**config.mk**
```make
export PLATFORM = sky130hd
export DESIGN_NAME = inst_fetch_unit_flat
export DESIGN_NICKNAME = d
export VERILOG_FILES = /design/src/rtl/inst_fetch_unit_if.sv /design/src/rtl/inst_fetch_unit.sv /design/src/flat_wrapper.sv
export SDC_FILE = /design/constraint.sdc
export NUM_CORES = 1
export LEC_CHECK = 0
export BUFFER_PORTS_ARGS = -buffer_cell sky130_fd_sc_hd__buf_2
export CAP_MARGIN = 40
export CORE_UTILIZATION = 50
export DETAILED_ROUTE_END_ITERATION = 10
export GPL_ROUTABILITY_DRIVEN = 0
export PLACE_DENSITY = 0.81
export SETUP_SLACK_MARGIN = 0.1
export SLEW_MARGIN = 20
export SYNTH_ARGS = -nofsm -noshare
export SYNTH_HDL_FRONTEND = slang
export SYNTH_SLANG_ARGS = --single-unit
```
**constraint.sdc**
```tcl
create_clock -name clk -period 3.83 [get_ports clk]
set_input_delay 0.766 -clock clk [delete_from_list [all_inputs] [get_ports clk]]
set_output_delay 0.766 -clock clk [all_outputs]
set_load 0.1 [all_outputs]
```
**src/rtl/inst_fetch_unit_if.sv**
```systemverilog
// Fetch-stage bus: instruction-cache request/response, execute redirect and the IF/ID register outputs.
// The master modport is the fetch unit's side; the slave modport is the cache/decode environment.
interface inst_fetch_unit_if;
    logic        icache_read;
    logic [30:0] icache_addr;
    logic [31:0] icache_rdata;
    logic        icache_stall;
    logic        icache_pcadd;
    logic        redirect_valid;
    logic [31:0] redirect_pc;
    logic        id_stall;
    logic        id_valid;
    logic [31:0] id_instr;
    logic [31:0] id_pc;
    logic [31:0] id_pc_next;
    logic        id_is_rvc;

    modport master (
        output icache_read, icache_addr,
        output id_valid, id_instr, id_pc, id_pc_next, id_is_rvc,
        input  icache_rdata, icache_stall, icache_pcadd,
        input  redirect_valid, redirect_pc, id_stall
    );

    modport slave (
        input  icache_read, icache_addr,
        input  id_valid, id_instr, id_pc, id_pc_next, id_is_rvc,
        output icache_rdata, icache_stall, icache_pcadd,
        output redirect_valid, redirect_pc, id_stall
    );
endinterface

```
**src/rtl/inst_fetch_unit.sv**
```systemverilog
// Instruction fetch: holds the PC, drives halfword addresses to the compressed-instruction cache
// and loads the IF/ID register, with decode back-pressure and redirects that may land mid-miss.
module inst_fetch_unit #(
    parameter logic [31:0] RESET_PC = 32'h0000_0000
) (
    input  logic                  clk,
    input  logic                  proc_reset_n,
    inst_fetch_unit_if.master     bus
);

    typedef enum logic [1:0] {
        IDLE  = 2'd0,
        FETCH = 2'd1,
        DRAIN = 2'd2
    } state_t;

    state_t      state, state_nxt;
    logic [31:0] pc, pc_nxt;
    logic [31:0] pending_pc, pending_pc_nxt;
    logic        valid_q, valid_nxt;
    logic [31:0] instr_q, instr_nxt;
    logic [31:0] id_pc_q, id_pc_nxt;
    logic [31:0] link_q, link_nxt;
    logic        rvc_q, rvc_nxt;
    logic        read;
    logic [31:0] target;

    function automatic logic [31:0] pc_advance(input logic [31:0] base, input logic wide);
        return base + (wide ? 32'd4 : 32'd2);
    endfunction

    assign target = bus.redirect_pc & 32'hFFFF_FFFE;

    always_ff @(posedge clk or negedge proc_reset_n) begin
        if (!proc_reset_n) state <= IDLE;
        else               state <= state_nxt;
    end

    always_comb begin
        state_nxt      = state;
        pc_nxt         = pc;
        pending_pc_nxt = pending_pc;
        valid_nxt      = valid_q;
        instr_nxt      = instr_q;
        id_pc_nxt      = id_pc_q;
        link_nxt       = link_q;
        rvc_nxt        = rvc_q;
        read           = 1'b0;
        case (state)
            IDLE: begin
                state_nxt = FETCH;
                if (bus.redirect_valid) pc_nxt = target;
            end
            FETCH: begin
                read = 1'b1;
                if (bus.redirect_valid) begin
                    valid_nxt = 1'b0;
                    // Mid-miss the cache address must stay put, so park the target until the miss drains.
                    if (bus.icache_stall) begin
                        pending_pc_nxt = target;
                        state_nxt      = DRAIN;
                    end else begin
                        pc_nxt = target;
                    end
                end else if (bus.icache_stall) begin
                    // A decode stall still holds a live instruction; only bubble when decode can accept.
                    if (!bus.id_stall) valid_nxt = 1'b0;
                end else if (!bus.id_stall) begin
                    valid_nxt = 1'b1;
                    instr_nxt = bus.icache_rdata;
                    id_pc_nxt = pc;
                    link_nxt  = pc_advance(pc, bus.icache_pcadd);
                    rvc_nxt   = ~bus.icache_pcadd;
                    pc_nxt    = pc_advance(pc, bus.icache_pcadd);
                end
            end
            DRAIN: begin
                read      = 1'b1;
                valid_nxt = 1'b0;
                if (bus.redirect_valid) pending_pc_nxt = target;
                if (!bus.icache_stall) begin
                    pc_nxt    = bus.redirect_valid ? target : pending_pc;
                    state_nxt = FETCH;
                end
            end
            default: state_nxt = IDLE;
        endcase
    end

    always_ff @(posedge clk or negedge proc_reset_n) begin
        if (!proc_reset_n) begin
            pc         <= RESET_PC;
            pending_pc <= 32'h0;
            valid_q    <= 1'b0;
            instr_q    <= 32'h0;
            id_pc_q    <= 32'h0;
            link_q     <= 32'h0;
            rvc_q      <= 1'b0;
        end else begin
            pc         <= pc_nxt;
            pending_pc <= pending_pc_nxt;
            valid_q    <= valid_nxt;
            instr_q    <= instr_nxt;
            id_pc_q    <= id_pc_nxt;
            link_q     <= link_nxt;
            rvc_q      <= rvc_nxt;
        end
    end

    assign bus.icache_read = read;
    assign bus.icache_addr = pc[31:1];
    assign bus.id_valid    = valid_q;
    assign bus.id_instr    = instr_q;
    assign bus.id_pc       = id_pc_q;
    assign bus.id_pc_next  = link_q;
    assign bus.id_is_rvc   = rvc_q;

endmodule

```
**src/flat_wrapper.sv**
```systemverilog
// flat-port wrapper written by rule: the top's interface ports become plain ports
module inst_fetch_unit_flat 
#(
    parameter logic [31:0] RESET_PC = 32'h0000_0000
)
  (clk, proc_reset_n, bus_icache_read, bus_icache_addr, bus_id_valid, bus_id_instr, bus_id_pc, bus_id_pc_next, bus_id_is_rvc, bus_icache_rdata, bus_icache_stall, bus_icache_pcadd, bus_redirect_valid, bus_redirect_pc, bus_id_stall);
  inst_fetch_unit_if bus_i ();
  input  logic clk;
  input  logic proc_reset_n;
  output wire logic [$bits(bus_i.icache_read)-1:0] bus_icache_read;
  output wire logic [$bits(bus_i.icache_addr)-1:0] bus_icache_addr;
  output wire logic [$bits(bus_i.id_valid)-1:0] bus_id_valid;
  output wire logic [$bits(bus_i.id_instr)-1:0] bus_id_instr;
  output wire logic [$bits(bus_i.id_pc)-1:0] bus_id_pc;
  output wire logic [$bits(bus_i.id_pc_next)-1:0] bus_id_pc_next;
  output wire logic [$bits(bus_i.id_is_rvc)-1:0] bus_id_is_rvc;
  input wire logic [$bits(bus_i.icache_rdata)-1:0] bus_icache_rdata;
  input wire logic [$bits(bus_i.icache_stall)-1:0] bus_icache_stall;
  input wire logic [$bits(bus_i.icache_pcadd)-1:0] bus_icache_pcadd;
  input wire logic [$bits(bus_i.redirect_valid)-1:0] bus_redirect_valid;
  input wire logic [$bits(bus_i.redirect_pc)-1:0] bus_redirect_pc;
  input wire logic [$bits(bus_i.id_stall)-1:0] bus_id_stall;
  assign bus_icache_read = bus_i.icache_read;
  assign bus_icache_addr = bus_i.icache_addr;
  assign bus_id_valid = bus_i.id_valid;
  assign bus_id_instr = bus_i.id_instr;
  assign bus_id_pc = bus_i.id_pc;
  assign bus_id_pc_next = bus_i.id_pc_next;
  assign bus_id_is_rvc = bus_i.id_is_rvc;
  assign bus_i.icache_rdata = bus_icache_rdata;
  assign bus_i.icache_stall = bus_icache_stall;
  assign bus_i.icache_pcadd = bus_icache_pcadd;
  assign bus_i.redirect_valid = bus_redirect_valid;
  assign bus_i.redirect_pc = bus_redirect_pc;
  assign bus_i.id_stall = bus_id_stall;
  inst_fetch_unit #(.RESET_PC(RESET_PC)) u_core (.clk(clk), .proc_reset_n(proc_reset_n), .bus(bus_i));
endmodule
```
==> results by group, run 1 <==
Yosys
  • Syn_area_per_cell: 9.35 µm²
  • Post-synth ARST share: between 90% and 100%
  • Seq/Total Area, Yosys: around half
  • Synthesized area: between 8000 and 9000 µm²
  • Post-synthesis mux area share: 4.48%
  • Post-synthesis register bit count: 163
  • Synth top area cells: dfrtp_1, nand2_1, o21ai_0
  • Post-synth EDFFs: 0
  • Synth Instances: 860
  • Dominant synthesized flop cell: dfrtp_1
  • Largest family of logic cells by synthesized area: simple AND/OR/NAND/NOR gates
  • Post-Synth Simple-Gate Area: about a fifth
  • Top-area cell type share of the netlist area: about half
  • Synth Area in Compound Gates: 14.5%
  • Library cells used by synthesis: 61
  • Syn. warnings: 0
  • Post-synthesis xor/xnor area fraction: 3.05%
  • Mapped Nets: 937
  • Adder-Cell Fraction of Synth Area: roughly 1.2%
  • Area leader, netlist: dfrtp_1

Timing
  • Crit path time final: approximately 2900 ps
  • Max-slew violation count: 0
  • RSZ-0062 raised after global routing: no
  • Setup Viol. Count Final: 0
  • Crit share post-route: 75.0%
  • Max-slew headroom: between 30% and 40%
  • Worst Max-Slew Pin Slew: 900 ps
  • Fmax: 348 MHz
  • Setup_tns: 0 ps
  • Clk_skew: 6.78 ps
  • Hold Fails Final Rpt: 0

Route
  • Wire per inst: between 15 and 20 µm
  • Routed length on met1: about 9.3 mm
  • WL final: 21.6 mm
  • DRC: 0
  • Max layer used: met5
  • Metal2 WL: 9.97 mm
  • Post-DR vias/cell: 5.63
  • Initial DRC Count: 629
  • Met3 wire length: between 1.5 and 2 mm
  • TritonRoute pass-1 iters: 6
  • Vias: 6910
  • Final ANT Viol Nets: 0

Clock network
  • Setup Buffers After CTS: 0
  • Number of H-tree levels: 4
  • Gates resized, CTS repair: 0
  • Clk root buf: clkbuf_16
  • Reg clk slew, reported paths: around 70 ps
  • Clock latency on the worst-skew pair: 430 ps
  • Clock Sinks: approximately 160
  • Max clock buf depth: 2
  • CTS buffer count: 17
  • Hold Buf Count CTS: 0
  • CTS tree: done

Floorplan
  • Die H: 129 µm
  • I/O pins: 200
  • Die width: 129 µm
  • Cell row count: 45
  • Initial cell density of the core: 52.1%
  • Std-Cell Core Area: 15400 µm²
  • Die ar.: 16600 µm²

GRT
  • GRT Util Overall: between 20 and 30%
  • Largest net degree at the start of global routing: 72
  • Grt ovf: 0
  • Global-route wire length before repair: roughly 34 mm
  • Vias in the first global route: 6516
  • Antenna violations before repair: 2

Critical path
  • CP cell instances: inv_1, ha_1, buf_4, buf_2
  • Crit path arrival time: around 2100 ps
  • Critical Path Start: u_core.state[0]
  • Critical Path Fanout Max: 40
  • CP startpoint kind: flop
  • Reg2reg start: u_core.state[0]
  • Max stage delay cell, worst path: buf_2
  • Crit path required time: 3060 ps
  • Max incr delay on CP: approximately 500 ps
  • Worst setup EP type: output pin
  • Crit Path Category: reg -> out

Cells and area
  • ANT cells: 0
  • Area growth syn-to-layout: 19.7%
  • Nets: about 1100
  • Layout cell share with drive strength beyond 1: a little under 30%

Place
  • Detail Placement HPWL: between 15 and 20 mm
  • Port Buffers: approximately 200

Min path
  • Hold Crit Class: in -> async

Run status
  • Status: completed

Run
  • Max-Cap Viols: 0
-- sequential cells by signal (all words and copies together) (netlist names) --
register,flops
u_core.bus.id_instr,32
u_core.bus.id_valid,1
u_core.pc,32
u_core.pending_pc,32
u_core.state,2
u_core.bus.id_pc_next,31
u_core.bus.id_is_rvc,1
u_core.bus.id_pc,32
-- logic make-up after synthesis --
logic type	Yosys count
XOR/XNOR	28
flip-flops	163
AND/OR/NAND/NOR	348
multiplexers	32
buffers and inverters	103
AO/OA/AOI/OAI	179
adder cells (fa/ha/maj)	7
-- cell type report --
class	instances	area, µm²
Sequential cell	163	4080
Clock inverter	14	188
Clock buffer	18	439
Fill cell	1297	5800
Inverter	12	45.0
Timing Repair Buffer	215	1160
Multi-Input combinational cell	594	3450
Tap cell	211	264
-- worst max-delay path, delay by kind of cell (launching register included) --
kind	cells	cell delay, ps
adder cells (fa/ha/maj)	1	300
buffers and inverters	3	970
flip-flops	1	400
-- synth_stat cells (3+ instances only) --
library cell and count:
a31oi_1 3, buf_1 3, xnor2_1 22, nor4_2 7
nor3_1 12, a21oi_1 17, a222oi_1 4, nand2_1 247
buf_2 12, xor2_1 6, nor2b_1 5, nor2_1 27
ha_1 6, o21ai_0 80, nor4_1 5, inv_1 12
a21boi_0 3, o2bb2ai_1 13, nand2b_1 3, and4_1 4
dfrtp_1 163, a22o_1 15, nand3_1 10, buf_4 32
a221o_1 3, mux2_2 32, o21ai_1 5, or3_1 7
o31ai_1 5, nand4_1 3, clkbuf_1 41, a22oi_1 3
a221oi_1 12
-- path summary, 6_finish.rpt --
kind                                               end  depth (start not counted)  slack (ps)
min in group clk                u_core.bus.id_instr[1]                          2         470
worst min-delay path               u_core.bus.id_pc[1]                          1         260
max in group asynchronous          u_core.bus.id_pc[7]                          2        2630
worst max register to register            u_core.pc[7]                          7        1010
worst min register to register  u_core.bus.id_instr[1]                          2         470
worst max-delay path                   bus_icache_read                          4         960
-- routing by layer --
layer | track usage, % | vias up
met5 | 0 | -
met2 | 41.6 | 310
met3 | 6.65 | 54
met1 | 35.8 | 3330
met4 | 11.7 | 4
li1 | - | 3212
-- cell usage in the layout, fill, tap and decap left out, types with 4 or more instances in the layout --
master     instances
a221oi_1          12
o31ai_1            5
o21ai_0           80
nor4_1             5
and4_1             4
nor2_1            27
o21ai_1            5
ha_1               6
buf_2            197
nor2b_1            5
or3_1              6
inv_1             12
a21oi_1           16
inv_6              8
clkbuf_16         17
a22o_1            15
o2bb2ai_1         13
nor4_2             7
xnor2_1           22
dfrtp_1          163
nor3_1            11
a222oi_1           4
buf_4             14
mux2_2            32
nand2_1          247
xor2_1             6
nand3_1           10
-- through the flow --
step                hold slack, ps  cell area, µm²  cells  setup WS, ps  utilization [%]
CTS                            279            9610   1226           944             62.3
floorplan                      432            8040    860          1160                -
finish                         262            9620   1227           959             62.4
global route                   299            9620   1227           816             62.4
detailed placement             457            8980   1194           801             58.2
global placement               452            8980   1194           858             58.2
Power of run 1 is left out: the tool's default activity adds up to more than one toggle a clock period on the data nets, which glitch-free logic cannot reach.
==> run 2: changes to the inputs <==
--- a/config.mk
+++ b/config.mk
@@ -5,12 +5,13 @@
 export SDC_FILE = /design/constraint.sdc
 export NUM_CORES = 1
 export LEC_CHECK = 0
+export ABC_AREA = 1
 export BUFFER_PORTS_ARGS = -buffer_cell sky130_fd_sc_hd__buf_2
 export CAP_MARGIN = 40
-export CORE_UTILIZATION = 50
+export CORE_UTILIZATION = 49
 export DETAILED_ROUTE_END_ITERATION = 10
 export GPL_ROUTABILITY_DRIVEN = 0
-export PLACE_DENSITY = 0.81
+export PLACE_DENSITY = 0.82
 export SETUP_SLACK_MARGIN = 0.1
 export SLEW_MARGIN = 20
 export SYNTH_ARGS = -nofsm -noshare
==> constraint.sdc (replaced) <==
create_clock -name clk -period 2.35 [get_ports clk]
set_input_delay 0.47 -clock clk [delete_from_list [all_inputs] [get_ports clk]]
set_output_delay 0.47 -clock clk [all_outputs]
set_load 0.1 [all_outputs]
==> run 2 against run 1 <==
  * Die area increased by 7.8%
  * First-iteration DRC count increased by 19%
  * Synthesized area rose by 5.8%
  * Flip-flop and latch count did not move
  * Clock skew up 2.5 ps
  * Setup slack got worse by 770 ps
  * Clock-buffer cell count is 2 higher
  * Worst hold slack got worse by 260 ps
  * Register-to-register slack lost 770 ps
  * Sequential share of layout area is 1.8 points lower
  * Critical path depth shrank 1
  * Critical endpoint unchanged
==> results by group, run 2 <==
Run status
  • Status: completed

Clock network
  • CTS buffer count: 17 (unchanged)
  • Max clock buf depth: 2 (unchanged)
  • Clk root buf: clkbuf_16
  • Reg clk slew, reported paths: 70 ps (about the same)
  • Gates resized, CTS repair: 0 (unchanged)
  • Clock Sinks: 163 (unchanged)
  • CTS tree: done
  • Hold Buf Count CTS: 0 (unchanged)
  • Setup Buffers After CTS: 0 (unchanged)
  • Clock latency on the worst-skew pair: 440 ps (about the same)
  • Number of H-tree levels: 4 (unchanged)

Critical path
  • Critical Path Fanout Max: 3 (-93%)
  • Max stage delay cell, worst path: buf_2
  • Crit path arrival time: 1690 ps (-420 ps)
  • CP cell instances: inv_1, ha_2, buf_2
  • Reg-to-reg critical path endpoint: u_core.pc[9]
  • Crit path required time: 1880 ps (-1180 ps)
  • CP startpoint kind: flop
  • Max incr delay on CP: 430 ps (-80 ps)
  • Flop2flop setup slack: 240 ps (-770 ps)
  • Worst setup EP type: output pin
  • Reg2reg start: u_core.pc[1]
  • R2R depth: 11 (+4)
  • Crit Path Category: reg -> out

Yosys
  • Mapped Nets: 1198 (+28%)
  • Top-area cell type share of the netlist area: 47.9% (-2.8 points)
  • Post-synthesis register bit count: 163 (unchanged)
  • Syn_area_per_cell: 7.59 µm² (-19%)
  • Synth Instances: 1121 (+30%)
  • Syn. warnings: 0 (unchanged)
  • Synthesized area: 8510 µm² (+5.8%)
  • Synth top cells by count: nand2_1, dfrtp_1, o21ai_0
  • Dominant synthesized flop cell: dfrtp_1
  • Synth top area cells: dfrtp_1, nand2_1, o21ai_0
  • Area leader, netlist: dfrtp_1
  • Post-synth EDFFs: 0 (unchanged)
  • Seq/Total Area, Yosys: 47.9% (-2.8 points)
  • Post-synth ARST share: 100% (unchanged)
  • Top-count cell post-synth: nand2_1
  • Library cells used by synthesis: 37 (-39%)

GRT
  • Antenna violations before repair: 0 (-2)
  • Grt ovf: 0 (unchanged)
  • GRT Max-Usage Layer: met2
  • Met2 Use GR: 42.7% (+1.1 points)
  • Global-route wire length before repair: 37.4 mm (+10%)
  • Grt met1 use: 36.8% (+0.99 points)
  • Vias in the first global route: 7270 (+12%)
  • GRT Util Overall: 27.1% (+0.34 points)
  • Largest net degree at the start of global routing: 134 (+86%)
  • Met3 Use GR: 5.48% (-1.2 points)

Timing
  • Worst Max-Slew Pin Slew: 605 ps (-295 ps)
  • Fmax: 462 MHz
  • Clk_skew: 9.27 ps (+2.48 ps)
  • Crit share post-route: between 90% and 100%
  • Crit path time final: 2160 ps
  • Hold Fails Final Rpt: 0 (unchanged)
  • Max-slew violation count: 0 (unchanged)
  • RSZ-0062 raised after global routing: no
  • Max-slew headroom: 59.6% (+20 points)
  • Setup Viol. Count Final: 0 (unchanged)

Cells and area
  • Post-layout util: 60.0% (-2.4 points)
  • Most common cell after layout, fill and taps aside: nand2_1
  • Nets: 1352 (+25%)
  • Layout cell share with drive strength beyond 1: 21.4% (-7.7 points)
  • ANT cells: 0 (unchanged)
  • Most frequent cells in the layout: nand2_1, buf_2, dfrtp_1
  • Area growth syn-to-layout: 18.2%
  • Final std cells w/o fill: 1508 (+23%)

Place
  • Port Buffers: 198 (unchanged)
  • Dpl cells: 1476 (+24%)
  • Detail Placement HPWL: 17.1 mm (+14%)

Route
  • Vias: 7931 (+15%)
  • DRC: 0 (unchanged)
  • Wire per inst: 15.6 µm (-11%)
  • Post-DR vias/cell: 5.26 (-6.6%)
  • TritonRoute pass-1 iters: 7 (+1)
  • Final ANT Viol Nets: 0 (unchanged)
  • Initial DRC Count: 747 (+19%)
  • WL final: 23.6 mm (+9.0%)

Floorplan
  • I/O pins: 200 (unchanged)
  • Initial cell density of the core: 50.8% (-1.4 points)
  • Std-Cell Core Area: 16800 µm² (+8.6%)
  • Die H: 134 µm (+3.9%)
  • Die width: 134 µm (+3.9%)
  • Die ar.: 17900 µm² (+7.8%)
  • Cell row count: 47 (+4.4%)

Run
  • Max-Cap Viols: 0 (unchanged)

Min path
  • Hold Crit Class: in -> async
==> run 2: final cells by class <==
cell class / count / area [µm²]
timing repair buffer: 215 / 1200
tap: 220 / 275
fill: 1494 / 6700
clock inverter: 12 / 133
clock buffer: 20 / 447
multi-input combinational: 789 / 3590
inverter: 89 / 338
sequential: 163 / 4080
==> run 2: worst max-delay path, delay by kind of cell (launching register included) <==
family	cells	cell delay [ps]
buffers and inverters	2	530
flip-flops	1	380
adder cells (fa/ha/maj)	1	350
==> run 2: how the worst max path moves through the flow <==
stage                           startpoint               to  slack, ps  cells after the start
after floorplan            u_core.state[1]    u_core.pc[20]        200                      9
after global placement    bus_icache_pcadd     u_core.pc[9]         20                     13
after detailed placement  bus_icache_pcadd     u_core.pc[9]        -20                     13
after CTS                     u_core.pc[1]     u_core.pc[9]        160                     11
after global routing       u_core.state[0]  bus_icache_read        120                      3
final                      u_core.state[0]  bus_icache_read        190                      3
==> run 2: stage by stage <==
| stage | hold WS (ps) | setup TNS [ps] | setup WS (ps) | cell area, µm² |
|---|---|---|---|---|
| 4_1_cts | 26.9 | 0 | 161 | 10100 |
| 6_report | 0.457 | 0 | 188 | 10100 |
| 2_1_floorplan | 174 | 0 | 200 | 8510 |
| 3_5_place_dp | 453 | -21.1 | -21.1 | 9480 |
| 3_3_place_gp | 449 | 0 | 16.0 | 9480 |
| 5_1_grt | 46.6 | 0 | 116 | 10100 |
==> run 2: metal layers <==
layer	vias up	part of all wire [%]
met2	398	46
met5	-	0
met4	0	2.8
met1	3652	43
met3	55	8.2
li1	3826	-
==> run 2: logic make-up after synthesis <==
kind of cell	count (synthesis)	synth area share, %
AO/OA/AOI/OAI	170	11.0
adder cells (fa/ha/maj)	7	1.12
flip-flops	163	47.9
buffers and inverters	169	9.98
XOR/XNOR	11	1.22
AND/OR/NAND/NOR	601	28.7
Power of run 2 is left out for the same reason.
==> run 3: changes to the inputs <==
--- a/config.mk
+++ b/config.mk
@@ -5,13 +5,12 @@
 export SDC_FILE = /design/constraint.sdc
 export NUM_CORES = 1
 export LEC_CHECK = 0
-export ABC_AREA = 1
 export BUFFER_PORTS_ARGS = -buffer_cell sky130_fd_sc_hd__buf_2
 export CAP_MARGIN = 40
 export CORE_UTILIZATION = 49
 export DETAILED_ROUTE_END_ITERATION = 10
 export GPL_ROUTABILITY_DRIVEN = 0
-export PLACE_DENSITY = 0.82
+export PLACE_DENSITY_LB_ADDON = 0.05
 export SETUP_SLACK_MARGIN = 0.1
 export SLEW_MARGIN = 20
 export SYNTH_ARGS = -nofsm -noshare
==> run 3 against run 2 <==
  * Global-route usage decreased by 0.17 points
  * Final area increased by 1.7%
  * Sequential share of layout area decreased by 0.67 points
  * Critical path depth increased by 5
  * Setup slack improved by 17 ps
  * Clock-buffer cell count decreased by 2
  * Final cell count decreased by 15%
  * Non-clock buffer count increased by 55
  * Critical path type is now reg -> reg
  * Largest cell class unchanged
  * Highest routed layer unchanged
==> results by group, run 3 (same netlist as run 1, synthesis figures left out) <==
Run status
  • Status: completed

Route
  • Initial DRC Count: 609 (-18%)
  • Wire per inst: 17.3 µm (+10%)
  • WL final: 22.2 mm (-5.7%)
  • Vias: 6912 (-13%)
  • Post-DR vias/cell: 5.37 (+2.1%)
  • Final ANT Viol Nets: 0 (unchanged)
  • TritonRoute pass-1 iters: 7 (unchanged)
  • DRC: 0 (unchanged)

Floorplan
  • Die H: 130 µm (-2.7%)
  • Die ar.: 16900 µm² (-5.4%)
  • I/O pins: 200 (unchanged)
  • Std-Cell Core Area: 15900 µm² (-4.9%)
  • Initial cell density of the core: 50.4% (-0.33 points)
  • Cell row count: 46 (-2.1%)
  • Die width: 130 µm (-2.7%)

Cells and area
  • Layout cell share with drive strength beyond 1: 33.1% (+12 points)
  • ANT cells: 0 (unchanged)
  • Most frequent cells in the layout: nand2_1, buf_2, dfrtp_1
  • Most common cell after layout, fill and taps aside: nand2_1
  • Fill count: 1390 (-7.0%)
  • Final non-filler cell area: 10200 µm² (+1.7%)
  • Final std cells w/o fill: 1287 (-15%)
  • Nets: 1135 (-16%)
  • Area growth syn-to-layout: 27.2%
  • Post-layout util: 64.2% (+4.1 points)

Critical path
  • Critical Path Fanout Max: 4 (+1)
  • Flop2flop setup slack: 200 ps (-40 ps)
  • R2R depth: 8 (-3)
  • Crit Path Category: reg -> reg
  • Reg2reg start: u_core.pc[1]
  • Crit path required time: 2650 ps (+770 ps)
  • CP startpoint kind: flop
  • Worst setup EP type: flop
  • Reg-to-reg critical path endpoint: u_core.pc[19]
  • CP cell instances: ha_1, fa_2, nand4_2, nor4_2, buf_4, and4_1, a222oi_1, o2bb2ai_1
  • Crit path arrival time: 2450 ps (+760 ps)
  • Max incr delay on CP: 420 ps (about the same)
  • Max stage delay cell, worst path: dfrtp_1

Run
  • Max-Cap Viols: 0 (unchanged)

Place
  • Port Buffers: 198 (unchanged)
  • Dpl cells: 1251 (-15%)
  • Post-DP Area: 9490 µm² (+0.17%)
  • Detail Placement HPWL: 15.7 mm (-8.4%)

Timing
  • Clk_skew: 5.56 ps (-3.70 ps)
  • Setup Viol. Count Final: 0 (unchanged)
  • Hold slack: 226 ps (+226 ps)
  • Worst Max-Slew Pin Slew: 529 ps (-76.2 ps)
  • Hold Fails Final Rpt: 0 (unchanged)
  • Max-slew headroom: 64.4% (+4.8 points)
  • RSZ-0062 raised after global routing: no
  • Max-slew violation count: 0 (unchanged)
  • Fmax: 466 MHz (+0.77%)
  • Crit share post-route: 91.3% (-0.71 points)
  • Crit path time final: 2150 ps (-16.6 ps)

Clock network
  • Max clock buf depth: 2 (unchanged)
  • Clock Sinks: 163 (unchanged)
  • Clock latency on the worst-skew pair: 430 ps (about the same)
  • CTS buffer count: 17 (unchanged)
  • Reg clk slew, reported paths: 60 ps (about the same)
  • CTS tree: done
  • Clk root buf: clkbuf_16
  • Number of H-tree levels: 4 (unchanged)

GRT
  • Global-route wire length before repair: 34.4 mm (-7.9%)
  • Grt ovf: 0 (unchanged)
  • Antenna violations before repair: 0 (unchanged)
  • GRT Util Overall: 27.0% (-0.17 points)
  • Largest net degree at the start of global routing: 69 (-49%)
  • Vias in the first global route: 6255 (-14%)

Min path
  • Hold Crit Depth: 3
  • Hold endpoint: u_core.bus.id_instr[25]
  • Hold path startpoint: bus_icache_rdata[25]
  • Hold Crit Class: in -> reg
-- run 3: cell type report --
| cell class | instances | area, µm² | area share (%) |
|---|---|---|---|
| multi-input combinational | 594 | 3490 | 34.1 |
| clock inverter | 14 | 221 | 2.17 |
| timing repair buffer | 270 | 1690 | 16.5 |
| tap | 216 | 270 | 2.64 |
| clock buffer | 18 | 439 | 4.29 |
| inverter | 12 | 45.0 | 0.440 |
| sequential | 163 | 4080 | 39.9 |
-- run 3: per-stage QoR --
step	TNS, ps	worst slack, ps
floorplan	0	105
global placement	0	15.8
detailed placement	-8.39	-8.39
CTS	0	128
global route	0	104
finish	0	204
-- run 3: worst max-delay path by stage --
stage / slack (ps) / cells past startpoint / end / startpoint
3_3_place_gp: 20 / 9 / u_core.pc[27] / bus_icache_pcadd
5_1_grt: 100 / 8 / u_core.bus.id_pc_next[16] / u_core.pc[2]
2_1_floorplan: 110 / 7 / u_core.pending_pc[10] / u_core.state[0]
3_5_place_dp: -8 / 10 / u_core.pc[19] / bus_icache_pcadd
4_1_cts: 130 / 7 / u_core.pc[27] / u_core.pc[1]
6_report: 200 / 8 / u_core.pc[19] / u_core.pc[1]
-- run 3: metal layers --
layer / wire [µm] / vias to the layer above / track usage, %
met5: 0 / - / 0
met4: 217 / 0 / 7.18
met3: 1650 / 17 / 5.95
met2: 10000 / 259 / 40.9
met1: 10300 / 3311 / 39.0
li1: - / 3325 / -
-- run 3: what timing repair did --
| action | in CTS | in global routing |
|---|---|---|
| hold endpoints to repair | 44 | 0 |
| gates resized for setup | 0 | 7 |
| hold buffers | 1 | 0 |
| setup endpoints to repair | 0 | 11 |
| setup buffers | 0 | 2 |
-- run 3: critical path: cells and delay by family, from the launching register on --
kind                     cells  cell delay, ps
adder cells (fa/ha/maj)      2             620
AND/OR/NAND/NOR              3             420
buffers and inverters        1             160
flip-flops                   1             420
AO/OA/AOI/OAI                2             400
Power of run 3 is left out for the same reason.
